File: src/rtl/video_pkg.sv
// Shared constants and state encoding for the text console that writes
// the tile index buffer of the video scan-out block.
package video_pkg;

  localparam int unsigned P_cols  = 32;
  localparam int unsigned P_rows  = 15;
  localparam int unsigned P_cells = P_cols * P_rows;
  localparam logic [7:0]  P_blank = 8'h20;

  localparam logic [7:0] C_CR = 8'h0D;
  localparam logic [7:0] C_LF = 8'h0A;
  localparam logic [7:0] C_BS = 8'h08;
  localparam logic [7:0] C_FF = 8'h0C;

  typedef enum logic [2:0] {
    S_CLEAR,
    S_IDLE,
    S_PUT,
    S_SCR_RD,
    S_SCR_WR,
    S_FILL
  } console_state_t;

endpackage

File: src/rtl/text_console.sv
// Byte-stream character writer: cursor handling, control codes, wrap,
// clear and hardware scroll over the buffer's single host port.
module text_console
  import video_pkg::*;
(
  input  logic       G_clock1,
  input  logic       reset,
  input  logic [7:0] in_data,
  input  logic       in_valid,
  output logic       in_ready,
  output logic       busy,
  output logic [4:0] cursor_col,
  output logic [3:0] cursor_row,
  output logic [8:0] mem_addr,
  output logic       mem_rdwr,
  output logic       mem_cs,
  output logic [7:0] mem_wr_data,
  input  logic [7:0] mem_rd_data
);

  localparam logic [8:0] LAST_CELL   = 9'(P_cells - 1);
  localparam logic [8:0] SCROLL_LAST = 9'(P_cells - P_cols - 1);
  localparam logic [8:0] ROW_STRIDE  = 9'(P_cols);
  localparam logic [3:0] LAST_ROW    = 4'(P_rows - 1);
  localparam logic [4:0] LAST_COL    = 5'(P_cols - 1);

  console_state_t state_q;
  logic [8:0]     index_q;
  logic [4:0]     col_q;
  logic [3:0]     row_q;
  logic           ready_q;
  logic           busy_q;
  logic           cs_q;
  logic           rdwr_q;
  logic [8:0]     addr_q;
  logic [7:0]     wdata_q;
  logic           scr_wr_q;
  logic           accept;

  assign accept = in_valid & ready_q;

  always_ff @(posedge G_clock1 or negedge reset) begin
    if (!reset) begin
      state_q  <= S_CLEAR;
      index_q  <= '0;
      col_q    <= '0;
      row_q    <= '0;
      ready_q  <= 1'b0;
      busy_q   <= 1'b1;
      cs_q     <= 1'b0;
      rdwr_q   <= 1'b1;
      addr_q   <= '0;
      wdata_q  <= '0;
      scr_wr_q <= 1'b0;
    end else begin
      cs_q     <= 1'b0;
      rdwr_q   <= 1'b1;
      scr_wr_q <= 1'b0;
      ready_q  <= 1'b0;
      unique case (state_q)
        S_CLEAR: begin
          cs_q    <= 1'b1;
          rdwr_q  <= 1'b0;
          addr_q  <= index_q;
          wdata_q <= P_blank;
          if (index_q == LAST_CELL) begin
            state_q <= S_IDLE;
            index_q <= '0;
            col_q   <= '0;
            row_q   <= '0;
            busy_q  <= 1'b0;
          end else begin
            index_q <= index_q + 9'd1;
          end
        end

        S_IDLE: begin
          ready_q <= 1'b1;
          if (accept) begin
            ready_q <= 1'b0;
            case (in_data)
              C_CR: col_q <= '0;
              C_LF: begin
                if (row_q == LAST_ROW) begin
                  state_q <= S_SCR_RD;
                  index_q <= '0;
                  busy_q  <= 1'b1;
                end else begin
                  row_q <= row_q + 4'd1;
                end
              end
              C_BS: begin
                if (col_q != '0) col_q <= col_q - 5'd1;
              end
              C_FF: begin
                state_q <= S_CLEAR;
                index_q <= '0;
                busy_q  <= 1'b1;
              end
              default: begin
                // Character write is issued here so it lands the cycle after acceptance.
                state_q <= S_PUT;
                cs_q    <= 1'b1;
                rdwr_q  <= 1'b0;
                addr_q  <= {row_q, col_q};
                wdata_q <= in_data;
              end
            endcase
          end
        end

        S_PUT: begin
          col_q <= col_q + 5'd1;
          if (col_q == LAST_COL && row_q == LAST_ROW) begin
            state_q <= S_SCR_RD;
            index_q <= '0;
            busy_q  <= 1'b1;
          end else begin
            if (col_q == LAST_COL) row_q <= row_q + 4'd1;
            state_q <= S_IDLE;
            ready_q <= 1'b1;
          end
        end

        S_SCR_RD: begin
          cs_q    <= 1'b1;
          rdwr_q  <= 1'b1;
          addr_q  <= index_q + ROW_STRIDE;
          state_q <= S_SCR_WR;
        end

        S_SCR_WR: begin
          cs_q     <= 1'b1;
          rdwr_q   <= 1'b0;
          addr_q   <= index_q;
          scr_wr_q <= 1'b1;
          index_q  <= index_q + 9'd1;
          state_q  <= (index_q == SCROLL_LAST) ? S_FILL : S_SCR_RD;
        end

        S_FILL: begin
          cs_q    <= 1'b1;
          rdwr_q  <= 1'b0;
          addr_q  <= index_q;
          wdata_q <= P_blank;
          if (index_q == LAST_CELL) begin
            state_q <= S_IDLE;
            index_q <= '0;
            busy_q  <= 1'b0;
          end else begin
            index_q <= index_q + 9'd1;
          end
        end

        default: state_q <= S_CLEAR;
      endcase
    end
  end

  assign in_ready   = ready_q;
  assign busy       = busy_q;
  assign cursor_col = col_q;
  assign cursor_row = row_q;
  assign mem_addr   = addr_q;
  assign mem_rdwr   = rdwr_q;
  assign mem_cs     = cs_q;
  // Read data arrives during the scroll-write cycle itself, so it is passed
  // straight through under a registered select; all other data is registered.
  assign mem_wr_data = scr_wr_q ? mem_rd_data : wdata_q;

endmodule
File: config.mk
export PLATFORM = sky130hd
export DESIGN_NAME = text_console
export DESIGN_NICKNAME = d
export VERILOG_FILES = /design/src/rtl/video_pkg.sv /design/src/rtl/text_console.sv
export SDC_FILE = /design/constraint.sdc
export NUM_CORES = 1
export LEC_CHECK = 0
export BUFFER_PORTS_ARGS = -buffer_cell sky130_fd_sc_hd__clkbuf_2
export CAP_MARGIN = 5
export CORE_ASPECT_RATIO = 0.7
export CORE_MARGIN = 1.5
export CORE_UTILIZATION = 61
export DETAILED_ROUTE_END_ITERATION = 6
export PLACE_DENSITY = 0.92
export REMOVE_ABC_BUFFERS = 1
export SETUP_SLACK_MARGIN = 0.4
export SYNTH_ARGS = -nofsm -noshare
export SYNTH_HDL_FRONTEND = slang
export SYNTH_SLANG_ARGS = --single-unit
export TNS_END_PERCENT = 20
File: constraint.sdc
create_clock -name G_clock1 -period 4.67 [get_ports G_clock1]
set_input_delay 1.401 -clock G_clock1 [delete_from_list [all_inputs] [get_ports G_clock1]]
set_output_delay 1.401 -clock G_clock1 [all_outputs]
set_load 0.005 [all_outputs]
=== After elaboration in Yosys (flattened, before gate mapping) ===
Index checks and enable logic that the tools add are counted.

* ROM bits: 0
* Bits in registers: 43
* Memories kept: 0
* Input port bits: 19
* Bits in latches: 0
* Word-level logic and storage cells: 112
* Bits in writable memories: 0

* Add/sub/neg operators: 5
* Reduce and logical (&&, ||, !) cells: 20
* Bitwise logic cells: 1
* $mul: 0
* Muxes and demuxes: 48
* Order comparisons: 0
* Div/mod/pow operators: 0
* Shift-type cells: 0
* Equal/unequal tests: 27

{| class="wikitable"
|+ Operators with widths
! operator !! count
|-
| $mux 9 || 6
|-
| $pmux 9 s4 || 1
|-
| $eq 8x4->1 const B || 4
|-
| $pmux 9 s3 || 1
|-
| $mux 4 || 6
|-
| $mux 8 || 3
|-
| $eq 9x9->1 const B || 2
|-
| $pmux 9 s2 || 1
|-
| $ne 2x2->1 const B || 8
|-
| $pmux 8 s2 || 1
|-
| $mux 5 || 3
|-
| $pmux 3 s5 || 1
|-
| $pmux 5 s3 || 1
|-
| $mux 3 || 4
|-
| $pmux 4 s3 || 1
|-
| $mux 1 || 11
|-
| $pmux 5 s2 || 1
|-
| $reduce_and 5->1 || 2
|-
| $add 9x1->9 const B || 1
|-
| $add 9x6->9 const B || 1
|-
| $pmux 3 s3 || 1
|-
| $reduce_bool 3->1 || 3
|-
| $pmux 1 s2 || 4
|-
| $reduce_or 4->1 || 2
|-
| other kinds (26) || 32
|}

=== Longest topological paths before layout ===
* Word-level depth: 5
* Mapped depth: 8
* Mapped depth without buffers: 8

=== Worst setup path after synthesis ===
Ideal clock, no wire load.

* Path type: input port to output port
* Start: input mem_rd_data[0]
* End: output mem_wr_data[0]
* Cell stages on the path: 1
* Buffers on the path: 0
* Path slack: 1.613 ns
* Data required time: 3.269 ns
* Arrival time: 1.656 ns
* Path through: mux2_2

* Word-level cells in the longest chain between the ends: 1

{| class="wikitable"
|+ RTL lines
! item !! line !! text
|-
| start, declared || text_console.sv:18 || <nowiki>input logic [7:0] mem_rd_data</nowiki>
|-
| $mux 8 || text_console.sv:169 || <nowiki>assign mem_wr_data = scr_wr_q ? mem_rd_data : wdata_q;</nowiki>
|-
| end, declared || text_console.sv:17 || <nowiki>output logic [7:0] mem_wr_data,</nowiki>
|}

Every way passes these cells.

=== Worst setup path in the final report ===
* Start: input mem_rd_data[2]
* End: output mem_wr_data[2]

Same word-level chain as after synthesis.

==> results.json <==
{
  "globalRouteTotalUtil_pct": 28.7,
  "cts_root_buf": "clkbuf_8",
  "p_leak_nw": 1.46,
  "worst_r2r_endpoint": "index_q[2]$_DFFE_PN0P_",
  "clk_latency_ps": 290,
  "post_cts_buffers": 0,
  "setup_slack_ps": 1420,
  "min_from": "wdata_q[6]$_DFFE_PN0P_",
  "synthesis.area_um2": 2900,
  "period_minus_slack_ps": 3250,
  "dp_worst_setup_slack_ps": 1370,
  "cpMostUsedCell": "clkbuf_2",
  "ys_types": 65,
  "cts.clk_slew.worst_paths_ps": 80,
  "required_ps": 3270,
  "cts_buffers": 5,
  "via_per_inst": 6.41,
  "synthArstFlopShare_pct": 100,
  "crit_slowest_cell": "mux2_2",
  "yosys_warnings": 0,
  "final_cell_mix": "clkbuf_2 (48), dfrtp_1 (41), nand2_1 (40)",
  "p_per_area_nw_per_um2": 637,
  "final_common_cell": "clkbuf_2",
  "utilization_pct": 71.9,
  "wirelength_um": 6900,
  "syn_inst": 323,
  "dp_cells": 407,
  "synthToLayoutAreaGrowth_pct": 10.6,
  "pin_count": 49,
  "critPathTopFamily": "multiplexers",
  "status": "complete, but fails checks",
  "whs_path_depth": 2,
  "finalPower_mw": 2.04,
  "dp_hpwl_um": 4920,
  "worstMarginPinSlew_ps": 1120,
  "rsz0062_at_grt": "false",
  "route.antenna.remaining_nets": 0,
  "grt_pass1_vias": 2384,
  "crit_arrival_ps": 1850,
  "grt_max_degree": 44,
  "cts_resized": 0,
  "skew_ps": 2.26,
  "ys_seq_area_share_pct": 37.3,
  "num-nets-final": 386,
  "max_stage_delay_ps": 260,
  "max_freq_ghz": 0.308,
  "stdcell_area_um2": 3200,
  "yosys_most_used_dff": "dfrtp_1",
  "cts_tree": "yes",
  "synth-edff-count": 0,
  "core-area_um2": 4450,
  "ir_drop_mv": 0.353,
  "port_buffers": 48,
  "drt-pass1-iter-count": 7,
  "cap_violations": 0,
  "grt_pass1_wl_um": 11500,
  "gp_congestion": 0.879,
  "vias": 2661,
  "layout-drive-gt1-share_pct": 21.7,
  "min_to": "wdata_q[6]$_DFFE_PN0P_",
  "critical_path_class": "primary input to output port",
  "rows": 20,
  "first_iter_violations": 301,
  "drcViolationCount": 6,
  "reg2reg_depth": 8,
  "hold_ws_ps": 525,
  "path_cells": "clkbuf_2, mux2_2, clkbuf_2",
  "die_height_um": 60.6,
  "crit_buf_inv": 2,
  "placedInstanceArea_um2": 3120,
  "grt.overflow.total": 0,
  "setup_violations": 0,
  "stdcell_count": 415,
  "r2r_start": "cursor_col[0]$_DFFE_PN0P_",
  "antenna_cells": 0,
  "synth_seq_cells": 43,
  "holdBufCountCts": 0,
  "initial_core_util_pct": 65.0,
  "avgSynthCellArea_um2": 8.96,
  "reg2reg_slack_ps": 2300,
  "path_max_fanout": 1,
  "dieArea_um2": 5180,
  "finalCritPeriodShare_pct": 69.6,
  "wire_per_inst_um": 16.6,
  "drv_slew": 0,
  "timing.setup.tns_ps": 0,
  "min_path_type": "register to register",
  "antenna_found_initial": 0,
  "slew_headroom_pct": 25.6,
  "cts.path.max_buffers": 2,
  "cp-start-kind": "primary input",
  "htreeDepth": 2,
  "cp-end-kind": "output port",
  "cts.sinks": 43,
  "fp.dieW_um": 85.3,
  "violations": "design-rule violations",
  "finalHoldViolCount": 0
}
## flip-flops by register name (all words and copies together), names as in the netlist
signal / count
state_q: 3
wdata_q: 8
in_ready: 1
scr_wr_q: 1
cursor_row: 4
mem_addr: 9
mem_rdwr: 1
mem_cs: 1
cursor_col: 5
index_q: 9
busy: 1
## worst reg2reg max path, cell delays in order, from the launching register on
cell and delay [ps]:
dfrtp_1 450, ha_1 240, and3_1 170, ha_1 190, nand4_1 180, a32oi_1 320, nand4b_2 300, o21bai_1 250
a21o_1 180
## Yosys cell counts (all sizes together) (3+ instances only)
| library cell | count | area [µm²] |
|---|---|---|
| nand4 | 6 | 37.5 |
| nor3 | 6 | 30.0 |
| ha | 8 | 100 |
| nor2 | 23 | 88.8 |
| a21oi | 21 | 109 |
| and2 | 3 | 18.8 |
| o211ai | 4 | 30.0 |
| inv | 8 | 30.0 |
| and3 | 3 | 18.8 |
| a21o | 3 | 22.5 |
| o21ai | 28 | 144 |
| xor2 | 5 | 43.8 |
| nand2b | 7 | 43.8 |
| nor3b | 7 | 57.6 |
| dfrtp | 41 | 1030 |
| o41ai | 3 | 33.8 |
| nand3 | 7 | 40.0 |
| a211o | 3 | 26.3 |
| nand2 | 40 | 150 |
| nor2b | 5 | 31.3 |
| clkbuf | 10 | 37.5 |
| buf | 11 | 58.8 |
| mux4 | 3 | 67.6 |
| mux2i | 5 | 50.1 |
| a22oi | 10 | 75.1 |
| mux2 | 12 | 135 |
| o31ai | 5 | 42.5 |
## logic make-up (layout without fill, tap and decap cells)
group           after synthesis  count (layout)  synth area share, %
mux                          20              20                 8.73
buf+inv                      29              66                 4.37
fa+ha+maj                     8               8                 3.46
xor+xnor                      7               7                 2.12
simple gates                122             122                 22.4
compound gates               94              94                 21.7
flops                        43              43                 37.3
## power by group
part	internal (mW)	switching, mW
registers	0.530	0.220
logic	0.485	0.575
clock network	0.106	0.123
total	1.12	0.919
## per-layer routing
metal | global-route usage (%) | routed length [µm]
met5 | 0 | 0
met4 | 6.22 | 83
met3 | 5.17 | 578
met2 | 46.9 | 3090
met1 | 41.1 | 3160
## worst max-delay path by stage
stage                               from                        end  slack (ps)  depth (start not counted)
after floorplan               in_data[7]    mem_addr[7]$_DFFE_PN0P_        1550                          4
after global placement    mem_rd_data[3]             mem_wr_data[3]        1440                          3
after detailed placement      in_data[4]  cursor_col[0]$_DFFE_PN0P_        1370                          6
after CTS                 mem_rd_data[2]             mem_wr_data[2]        1420                          3
after global routing      mem_rd_data[4]             mem_wr_data[4]        1400                          3
final                     mem_rd_data[2]             mem_wr_data[2]        1420                          3
## area by class of cell
cell class,count,area [µm²]
fill,368,1250
inverter,8,30.0
timing repair buffer,50,255
clock buffer,8,80.1
multi-input combinational,251,1690
sequential,43,1080
tap,55,68.8
No activity file was read; power rests on OpenSTA's default activity.
